**src/rtl/qu_pkg.sv**
```systemverilog
// Shared Qu front-end types and defaults.
// Redirect controller state encoding.
package qu_pkg;

  localparam int unsigned QU_PC_WIDTH  = 32;
  localparam int unsigned QU_CNT_WIDTH = 16;

  typedef enum logic [2:0] {
    RUN,
    FLUSH,
    LOAD,
    START_IF,
    START_ID,
    WAIT_RN
  } redirect_state_t;

endpackage

```
**src/rtl/redirect_ctrl_if.sv**
```systemverilog
// Redirect controller bus: startup enables, redirect request,
// FIFO status in; gated enables, flushes, PC load, stats out.
interface redirect_ctrl_if #(
  parameter int unsigned PC_WIDTH  = qu_pkg::QU_PC_WIDTH,
  parameter int unsigned CNT_WIDTH = qu_pkg::QU_CNT_WIDTH
);

  logic                 if_en_i;
  logic                 id_en_i;
  logic                 rn_en_i;
  logic                 redirect_valid;
  logic [PC_WIDTH-1:0]  redirect_pc;
  logic                 fifo_mp_rn_empty;

  logic                 if_en;
  logic                 id_en;
  logic                 rn_en;
  logic                 if_flush;
  logic                 id_flush;
  logic                 rn_flush;
  logic                 fifo_flush;
  logic                 pc_load;
  logic [PC_WIDTH-1:0]  pc_load_value;
  logic                 busy;
  logic [CNT_WIDTH-1:0] redirect_count;

  modport master (
    output if_en_i, id_en_i, rn_en_i,
    output redirect_valid, redirect_pc,
    output fifo_mp_rn_empty,
    input  if_en, id_en, rn_en,
    input  if_flush, id_flush, rn_flush, fifo_flush,
    input  pc_load, pc_load_value,
    input  busy, redirect_count
  );

  modport slave (
    input  if_en_i, id_en_i, rn_en_i,
    input  redirect_valid, redirect_pc,
    input  fifo_mp_rn_empty,
    output if_en, id_en, rn_en,
    output if_flush, id_flush, rn_flush, fifo_flush,
    output pc_load, pc_load_value,
    output busy, redirect_count
  );

endinterface

```
**src/rtl/redirect_ctrl_sat_counter.sv**
```systemverilog
// Saturating up-counter; sticks at all-ones.
// Used for the redirect statistics count.
module sat_counter #(
  parameter int unsigned WIDTH = 16
) (
  input  logic             clk,
  input  logic             rst,
  input  logic             inc_i,
  output logic [WIDTH-1:0] count_o
);

  logic [WIDTH-1:0] cnt_q;
  logic [WIDTH-1:0] cnt_d;

  // Increment unless already saturated.
  always_comb begin
    cnt_d = cnt_q;
    if (inc_i && (cnt_q != '1)) begin
      cnt_d = cnt_q + 1'b1;
    end
  end

  // Count register.
  always_ff @(posedge clk or posedge rst) begin
    if (rst) begin
      cnt_q <= '0;
    end else begin
      cnt_q <= cnt_d;
    end
  end

  assign count_o = cnt_q;

endmodule

```
**src/rtl/redirect_ctrl.sv**
```systemverilog
// Front-end redirect controller: flush IF/ID/RN and the uop FIFO,
// load the new PC, then re-enable IF, ID, RN in boot order.
module redirect_ctrl
  import qu_pkg::*;
#(
  parameter int unsigned PC_WIDTH     = QU_PC_WIDTH,
  parameter int unsigned FLUSH_CYCLES = 2,
  parameter int unsigned CNT_WIDTH    = QU_CNT_WIDTH
) (
  input logic            clk,
  input logic            rst,
  redirect_ctrl_if.slave bus
);

  localparam int unsigned FCW = $clog2(FLUSH_CYCLES + 1);
  localparam logic [FCW-1:0] FC_LOAD = FCW'(FLUSH_CYCLES - 1);

  redirect_state_t     state_q;
  redirect_state_t     state_d;
  logic [FCW-1:0]      fcnt_q;
  logic [FCW-1:0]      fcnt_d;
  logic [PC_WIDTH-1:0] pc_q;
  logic [PC_WIDTH-1:0] pc_d;

  logic gate_if;
  logic gate_id;
  logic gate_rn;
  logic flush;
  logic load;

  // Next state: any redirect restarts the flush with the newest PC.
  always_comb begin
    state_d = state_q;
    fcnt_d  = fcnt_q;
    pc_d    = pc_q;
    if (bus.redirect_valid) begin
      state_d = FLUSH;
      fcnt_d  = FC_LOAD;
      pc_d    = bus.redirect_pc;
    end else begin
      unique case (state_q)
        RUN: ;
        FLUSH: begin
          if (fcnt_q == '0) begin
            state_d = LOAD;
          end else begin
            fcnt_d = fcnt_q - 1'b1;
          end
        end
        LOAD:     state_d = START_IF;
        START_IF: state_d = START_ID;
        START_ID: state_d = WAIT_RN;
        WAIT_RN: begin
          if (!bus.fifo_mp_rn_empty) begin
            state_d = RUN;
          end
        end
        default:  state_d = RUN;
      endcase
    end
  end

  // State, flush counter and captured PC registers.
  always_ff @(posedge clk or posedge rst) begin
    if (rst) begin
      state_q <= RUN;
      fcnt_q  <= '0;
      pc_q    <= '0;
    end else begin
      state_q <= state_d;
      fcnt_q  <= fcnt_d;
      pc_q    <= pc_d;
    end
  end

  // Moore decode of gates, flush and PC load.
  always_comb begin
    gate_if = 1'b0;
    gate_id = 1'b0;
    gate_rn = 1'b0;
    flush   = 1'b0;
    load    = 1'b0;
    unique case (state_q)
      RUN: begin
        gate_if = 1'b1;
        gate_id = 1'b1;
        gate_rn = 1'b1;
      end
      FLUSH:    flush = 1'b1;
      LOAD:     load = 1'b1;
      START_IF: gate_if = 1'b1;
      START_ID, WAIT_RN: begin
        gate_if = 1'b1;
        gate_id = 1'b1;
      end
      default: ;
    endcase
  end

  assign bus.if_en = bus.if_en_i & gate_if & ~rst;
  assign bus.id_en = bus.id_en_i & gate_id & ~rst;
  assign bus.rn_en = bus.rn_en_i & gate_rn & ~rst;

  assign bus.if_flush   = flush;
  assign bus.id_flush   = flush;
  assign bus.rn_flush   = flush;
  assign bus.fifo_flush = flush;

  assign bus.pc_load       = load;
  assign bus.pc_load_value = load ? pc_q : '0;
  assign bus.busy          = (state_q != RUN);

  sat_counter #(
    .WIDTH (CNT_WIDTH)
  ) u_cnt (
    .clk     (clk),
    .rst     (rst),
    .inc_i   (bus.redirect_valid),
    .count_o (bus.redirect_count)
  );

endmodule

```
**src/flat_wrapper.sv**
```systemverilog
// flat-port wrapper written by rule: the top's interface ports become plain ports
module redirect_ctrl_flat import qu_pkg::*;
#(
  parameter int unsigned PC_WIDTH     = QU_PC_WIDTH,
  parameter int unsigned FLUSH_CYCLES = 2,
  parameter int unsigned CNT_WIDTH    = QU_CNT_WIDTH
)
  (clk, rst, bus_if_en_i, bus_id_en_i, bus_rn_en_i, bus_redirect_valid, bus_redirect_pc, bus_fifo_mp_rn_empty, bus_if_en, bus_id_en, bus_rn_en, bus_if_flush, bus_id_flush, bus_rn_flush, bus_fifo_flush, bus_pc_load, bus_pc_load_value, bus_busy, bus_redirect_count);
  redirect_ctrl_if #(.PC_WIDTH(PC_WIDTH), .CNT_WIDTH(CNT_WIDTH)) bus_i ();
  input logic clk;
  input logic rst;
  input wire logic [$bits(bus_i.if_en_i)-1:0] bus_if_en_i;
  input wire logic [$bits(bus_i.id_en_i)-1:0] bus_id_en_i;
  input wire logic [$bits(bus_i.rn_en_i)-1:0] bus_rn_en_i;
  input wire logic [$bits(bus_i.redirect_valid)-1:0] bus_redirect_valid;
  input wire logic [$bits(bus_i.redirect_pc)-1:0] bus_redirect_pc;
  input wire logic [$bits(bus_i.fifo_mp_rn_empty)-1:0] bus_fifo_mp_rn_empty;
  output wire logic [$bits(bus_i.if_en)-1:0] bus_if_en;
  output wire logic [$bits(bus_i.id_en)-1:0] bus_id_en;
  output wire logic [$bits(bus_i.rn_en)-1:0] bus_rn_en;
  output wire logic [$bits(bus_i.if_flush)-1:0] bus_if_flush;
  output wire logic [$bits(bus_i.id_flush)-1:0] bus_id_flush;
  output wire logic [$bits(bus_i.rn_flush)-1:0] bus_rn_flush;
  output wire logic [$bits(bus_i.fifo_flush)-1:0] bus_fifo_flush;
  output wire logic [$bits(bus_i.pc_load)-1:0] bus_pc_load;
  output wire logic [$bits(bus_i.pc_load_value)-1:0] bus_pc_load_value;
  output wire logic [$bits(bus_i.busy)-1:0] bus_busy;
  output wire logic [$bits(bus_i.redirect_count)-1:0] bus_redirect_count;
  assign bus_i.if_en_i = bus_if_en_i;
  assign bus_i.id_en_i = bus_id_en_i;
  assign bus_i.rn_en_i = bus_rn_en_i;
  assign bus_i.redirect_valid = bus_redirect_valid;
  assign bus_i.redirect_pc = bus_redirect_pc;
  assign bus_i.fifo_mp_rn_empty = bus_fifo_mp_rn_empty;
  assign bus_if_en = bus_i.if_en;
  assign bus_id_en = bus_i.id_en;
  assign bus_rn_en = bus_i.rn_en;
  assign bus_if_flush = bus_i.if_flush;
  assign bus_id_flush = bus_i.id_flush;
  assign bus_rn_flush = bus_i.rn_flush;
  assign bus_fifo_flush = bus_i.fifo_flush;
  assign bus_pc_load = bus_i.pc_load;
  assign bus_pc_load_value = bus_i.pc_load_value;
  assign bus_busy = bus_i.busy;
  assign bus_redirect_count = bus_i.redirect_count;
  redirect_ctrl #(.PC_WIDTH(PC_WIDTH), .FLUSH_CYCLES(FLUSH_CYCLES), .CNT_WIDTH(CNT_WIDTH)) u_core (.clk(clk), .rst(rst), .bus(bus_i));
endmodule
```
**config.mk**
```make
export PLATFORM = sky130hd
export DESIGN_NAME = redirect_ctrl_flat
export DESIGN_NICKNAME = d
export VERILOG_FILES = /design/src/rtl/qu_pkg.sv /design/src/rtl/redirect_ctrl_if.sv /design/src/rtl/redirect_ctrl_sat_counter.sv /design/src/rtl/redirect_ctrl.sv /design/src/flat_wrapper.sv
export SDC_FILE = /design/constraint.sdc
export NUM_CORES = 1
export LEC_CHECK = 0
export BUFFER_PORTS_ARGS = -buffer_cell sky130_fd_sc_hd__buf_2
export CORE_MARGIN = 2
export CORE_UTILIZATION = 49
export CTS_CLUSTER_SIZE = 40
export DETAILED_ROUTE_END_ITERATION = 10
export PLACE_DENSITY = 0.8
export RECOVER_POWER = 50
export SETUP_SLACK_MARGIN = 0.5
export SLEW_MARGIN = 40
export SYNTH_ARGS = -nofsm -noshare
export SYNTH_HDL_FRONTEND = slang
export SYNTH_HIERARCHICAL = 1
export SYNTH_SLANG_ARGS = --single-unit
```
**constraint.sdc**
```tcl
create_clock -name clk -period 1.9 [get_ports clk]
set_input_delay 0.38 -clock clk [delete_from_list [all_inputs] [get_ports clk]]
set_output_delay 0.38 -clock clk [all_outputs]
set_load 0.005 [all_outputs]
```
# ---- Word-level counts from Yosys, hierarchy flattened
# Cells that the tools add are included.
dict set report word_totals {
  ff_bits 53
  output_inout_bits 57
}
dict set report op_classes {
  addsub 2
  eq_ne 10
  n_mux 13
  bitwise_logic 7
  n_reduce_logical 9
}
# operator n
set op_table {}
lappend op_table {{two-way mux 32 bit} 1}
lappend op_table {{one-hot mux 3 bit (6 select lines)} 1}
lappend op_table {{adder 16 x 1 -> 16 bit (second input constant)} 1}
lappend op_table {{!= test 16 bit (second input constant)} 1}
lappend op_table {{two-way mux 3 bit} 3}
lappend op_table {{bitwise AND 1 bit} 6}
lappend op_table {{== test 3 x 2 -> 1 bit (second input constant)} 2}
lappend op_table {{== test 3 bit (second input constant)} 2}
lappend op_table {{two-way mux 2 bit} 3}
lappend op_table {{two-way mux 1 bit} 5}
lappend op_table {{!= test 2 bit (second input constant)} 2}
lappend op_table {{OR reduction 4 bit} 1}
lappend op_table {{== test 3 x 1 -> 1 bit (second input constant)} 1}
lappend op_table {{zero test 3 bit} 1}
lappend op_table {{!= test 3 x 2 -> 1 bit (second input constant)} 1}
lappend op_table {{!= test 3 bit (second input constant)} 1}
lappend op_table {{AND reduction 3 bit} 1}
lappend op_table {{nonzero test 3 bit} 1}
lappend op_table {{OR reduction 3 bit} 1}
lappend op_table {{zero test 2 bit} 1}
lappend op_table {{AND reduction 2 bit} 1}
lappend op_table {{nonzero test 2 bit} 1}
lappend op_table {{subtractor 2 x 1 -> 2 bit (second input constant)} 1}
lappend op_table {{logical AND 1 bit} 1}
lappend op_table {{inverter 1 bit} 1}

# ---- Logic depth before layout (Yosys ltp)
dict set report depth {
  depth_word 5
  ltp_mapped 5
}

# ---- Modules after synthesis
# Netlist, hierarchy kept.
# module instances cells_per_inst area_per_inst_um2 seq_area_each_um2
set modules_own_cells {}
lappend modules_own_cells {redirect_ctrl 1 143 1757.9 925.9}
lappend modules_own_cells {sat_counter 1 71 805.8 400.4}

# ---- Worst setup path before layout
# No wires, ideal clock.
dict set report synth_timing {
  path_type {reg2reg}
  start {reg u_core.u_cnt.cnt_q[0], in the netlist u_core/u_cnt/count_o[0]}
  end {reg u_core.u_cnt.cnt_q[1], in the netlist u_core/u_cnt/count_o[1]}
  t_arrival_ns 1.400
  t_required_ns 1.775
  path_slack_ns 0.376
  stages_incl_launch_ff 6
  path_buffers 0
  period_less_slack_ns 1.524
  cell_sequence {dfrtp_1 -> ha_1 -> and3_1 -> nand4_4 -> nand2_2 -> mux2_2}
}
dict set report synth_via {
  elab_chain_len 2
}
# item line_no
set synth_rtl {}
lappend synth_rtl {{start: declaration} redirect_ctrl_sat_counter.sv:12} ;# logic [WIDTH-1:0] cnt_q;
lappend synth_rtl {{start signal: assignment} redirect_ctrl_sat_counter.sv:28} ;# cnt_q <= cnt_d;
lappend synth_rtl {{parallel branches: the longest is 2 deep, another holds adder 16 x 1 -> 16 bit} n/a}
# Several ways; the timed one is not identified.
# A chain may end at the register's enable or synchronous reset.

# ---- Worst setup path in the final report
dict set report layout_timing {
  start {reg u_core.state_q[2]}
  end {out bus_if_en}
}
dict set report layout_via {
  elab_chain_len 5
}
# item line_no
set layout_rtl {}
lappend layout_rtl {{start: declaration} redirect_ctrl.sv:18} ;# redirect_state_t state_q;
lappend layout_rtl {{start signal: assignment} redirect_ctrl.sv:70} ;# state_q <= state_d;
lappend layout_rtl {{== test 3 x 2 -> 1 bit, or another cell as far along} redirect_ctrl.sv:83} ;# unique case (state_q)
lappend layout_rtl {{OR reduction 4 bit (no line) (*)} n/a}
lappend layout_rtl {{two-way mux 1 bit (*)} redirect_ctrl.sv:83}
lappend layout_rtl {{bitwise AND 1 bit (*) (2 in a row)} redirect_ctrl.sv:100} ;# assign bus.if_en = bus.if_en_i & gate_if & ~rst;
lappend layout_rtl {{end: declaration} flat_wrapper.sv:18} ;# output wire logic [$bits(bus_i.if_en)-1:0] bus_if_en;
# Mark *: on every way between the ends. The rest lies on a longest branch, timed or not.

==> impl_results.md <==
- Antenna Nets Post-Route: 0
- Largest net degree at the start of global routing: 41
- Initial Util: 0.505
- Clk root buf: clkbuf_8
- Die width: around 76 um
- Post-CTS Hold Buffers: 0
- Dpl cell area: around 3100 sq um
- Via count: 2166
- PD cells: 1040 nW/um^2
- Synth cell count leaders: 53 x dfrtp_1, 38 x and3_1, 18 x mux2_1, 16 x mux2_2, 12 x xnor2_1
- Setup crit end kind: output port
- Count leader, synth: dfrtp_1
- Failing checks: setup timing
- Util after Layout: 0.729
- Status: finished, violations left
- Port Buffer Count: 95
- Endpoints failing setup: 1
- Sequential-to-total area share from yosys stat: 0.517
- Tcrit/Tclk final: 1.02
- Final Hold Fails: 0
- Die H: 76.3 um
- Setup Skew: between 10 and 15 ps
- Vias in the first global route: about 2.1k
- CP Class: reg -> out
- Critical path peak fanout: 5
- Synth unique cells: 34
- Startpoint types: register
- Relative slew margins: 0.372
- Vias/cell: around 5.2
- Routability cong.: just under 0.8
- H-Tree Depth: 2
- Net Count, Synth: ~260
- Boundary Pins: 96
- Fmax: about 520 MHz
- Yosys top cell by area: dfrtp_1
- Num CTS Buffers: 5
- Peak supply drop: between 700 and 800 uV
- Fin. max-slew vios: 0
- NumNets Final: just under 400
- CTS Sinks: between 50 and 60
- Ys flop type: dfrtp_1
- Std-Cell Rows: 26
- Tmin final: about 1900 ps
- Multi-input gate area: approximately 1300 sq um
- Pwr Total: around 3900 uW
- Total gr overflow: 0
- Core Box Area: just over 5000 sq um
- Number of diodes: 0
- Fillers: 353
- DP HPWL: around 3.9 mm
- Hold slack: 247 ps
- Setup_tns: -35.0 ps
- Crit path DAT: ~1600 ps
- WL per Instance: approximately 16 um
- Worst-margin pin slew: roughly 940 ps
- Post-synthesis cell area: approximately 2600 sq um
- Warnings from Yosys: 6
- Worst r2r src: u_core/state_q[1]$_DFFE_PP0P_
- Worst-path clk slew: 100 ps
- WP data required: roughly 1500 ps
- Clk_lat worst skew: approximately 300 ps
- CTS Buffer Depth: 2
- Number of flops mapped to enable cells by yosys: 0
- Maxcap violations: 0
- Syn Inst Count: 214
- Remaining DRCs: 0
- Hold Crit Class: in -> async
- Syn Area/Cell: ~12 sq um
- Yosys top cell area share: 0.517
- First-pass GRT wire length: 9.95 mm
- Initial DRC Count: 75
- Final worst setup slack: -35.0 ps
- Total global-route track usage: 0.211
- Initial DRT Pass Iterations: 4
- Die ar.: roughly 5800 sq um
- Ys async rst share: 1.00
- Initial antenna violation count: 0
- Fraction of layout cells with a size suffix above 1: 0.568
- RSZ-0062 raised after global routing: yes
- Finished Cell Area: 3700 sq um
- Register bit total from synthesis: 53
- LEAKAGE: between 0.0015 and 0.002 uW
- Routed wire length: roughly 6.7 mm
- Top post-synthesis cells by area: dfrtp_1 52%, and3_1 9.3%, mux2_1 7.9%
- Register Area: roughly 1300 sq um
- P&R area growth vs syn: 44.3%
- CP Launch Point: u_core/state_q[2]$_DFFE_PP0P_
- CTS tree: built
## through the flow
stage          std cells  setup slack (ps)
2_1_floorplan        214               442
3_3_place_gp         371               384
3_5_place_dp         371               358
4_1_cts              399               132
5_1_grt              415             -67.2
6_report             415             -35.0
## flip-flops by register name, indices dropped and copies added (netlist names)
signal	count
u_core/state_q	3
u_core/pc_q	32
u_core/fcnt_q	2
u_core/u_cnt/count_o	16
## area by class of cell
cell class,instances,share of cell area
flip-flops and latches,53,0.362
clock buffers,6,0.0196
well taps,70,0.0237
multi-input cells,143,0.342
repair buffers,137,0.238
inverters,4,0.00406
clock inverters,2,0.0105
## cell usage in the layout, fill, tap and decap left out, types with 4 or more instances in the layout
cell and instances:
a21oi_1 4, dfrtp_2 10, inv_1 4, clkbuf_8 5, buf_4 27, mux2_2 14
xnor2_1 11, nand3b_1 4, nand3_1 4, nor2_4 5, buf_2 88, nand2_1 5
and3_1 36, buf_6 16, nand4_1 5, mux2_1 18, dfrtp_1 43
## worst max-delay path, cell delays in order, from the launching register on
cell and delay (ps):
dfrtp_2 460, nand2b_4 180, nand2_1 120, nor4bb_2 300
buf_2 190
## where the power goes
group	switching (uW)	internal (uW)	leakage (uW)	total, uW
sequential	193	1320	0.000633	1510
clock	360	396	0.0000554	756
combinational	689	902	0.00128	1590
total	1240	2620	0.00197	3860
## final timing paths
| path | depth (start not counted) | slack, ps | end |
|---|---|---|---|
| worst max-delay path | 4 | -30 | bus_if_en |
| worst min-delay path | 2 | 250 | u_core/pc_q[21]$_DFFE_PP0P_ |
| worst max register to register | 6 | 280 | u_core/fcnt_q[1]$_DFFE_PP0P_ |
| worst min register to register | 1 | 490 | u_core/pc_q[18]$_DFFE_PP0P_ |
| max in group asynchronous | 3 | 660 | u_core/state_q[0]$_DFFE_PP0P_ |
| min in group clk | 2 | 280 | u_core/pc_q[19]$_DFFE_PP0P_ |
## routing by layer
| metal | track usage | share of wire |
|---|---|---|
| met1 | 0.262 | 0.41 |
| met2 | 0.358 | 0.52 |
| met3 | 0.0545 | 0.054 |
| met4 | 0.0745 | 0.018 |
| met5 | 0 | 0 |
## cell families (layout without fill, tap and decap cells)
family / after synthesis / in the layout / synth area share
adders and majority gates: 2 / 2 / 0.00976
AOI/OAI and AO/OA: 7 / 7 / 0.0185
and+or+nand+nor: 87 / 87 / 0.225
muxes: 35 / 35 / 0.153
xor gates and xnor gates: 12 / 12 / 0.0410
DFF: 53 / 53 / 0.517
buffers and inverters: 18 / 149 / 0.0351
## repair_timing
action,4_1_cts,5_1_grt
gates cloned,1,1
pin swaps,8,14
endpoints found under the setup margin,47,57
gates resized for setup,20,31
endpoints found under the hold margin,0,0
setup buffers,19,15
No activity file was read; power rests on OpenSTA's default activity.
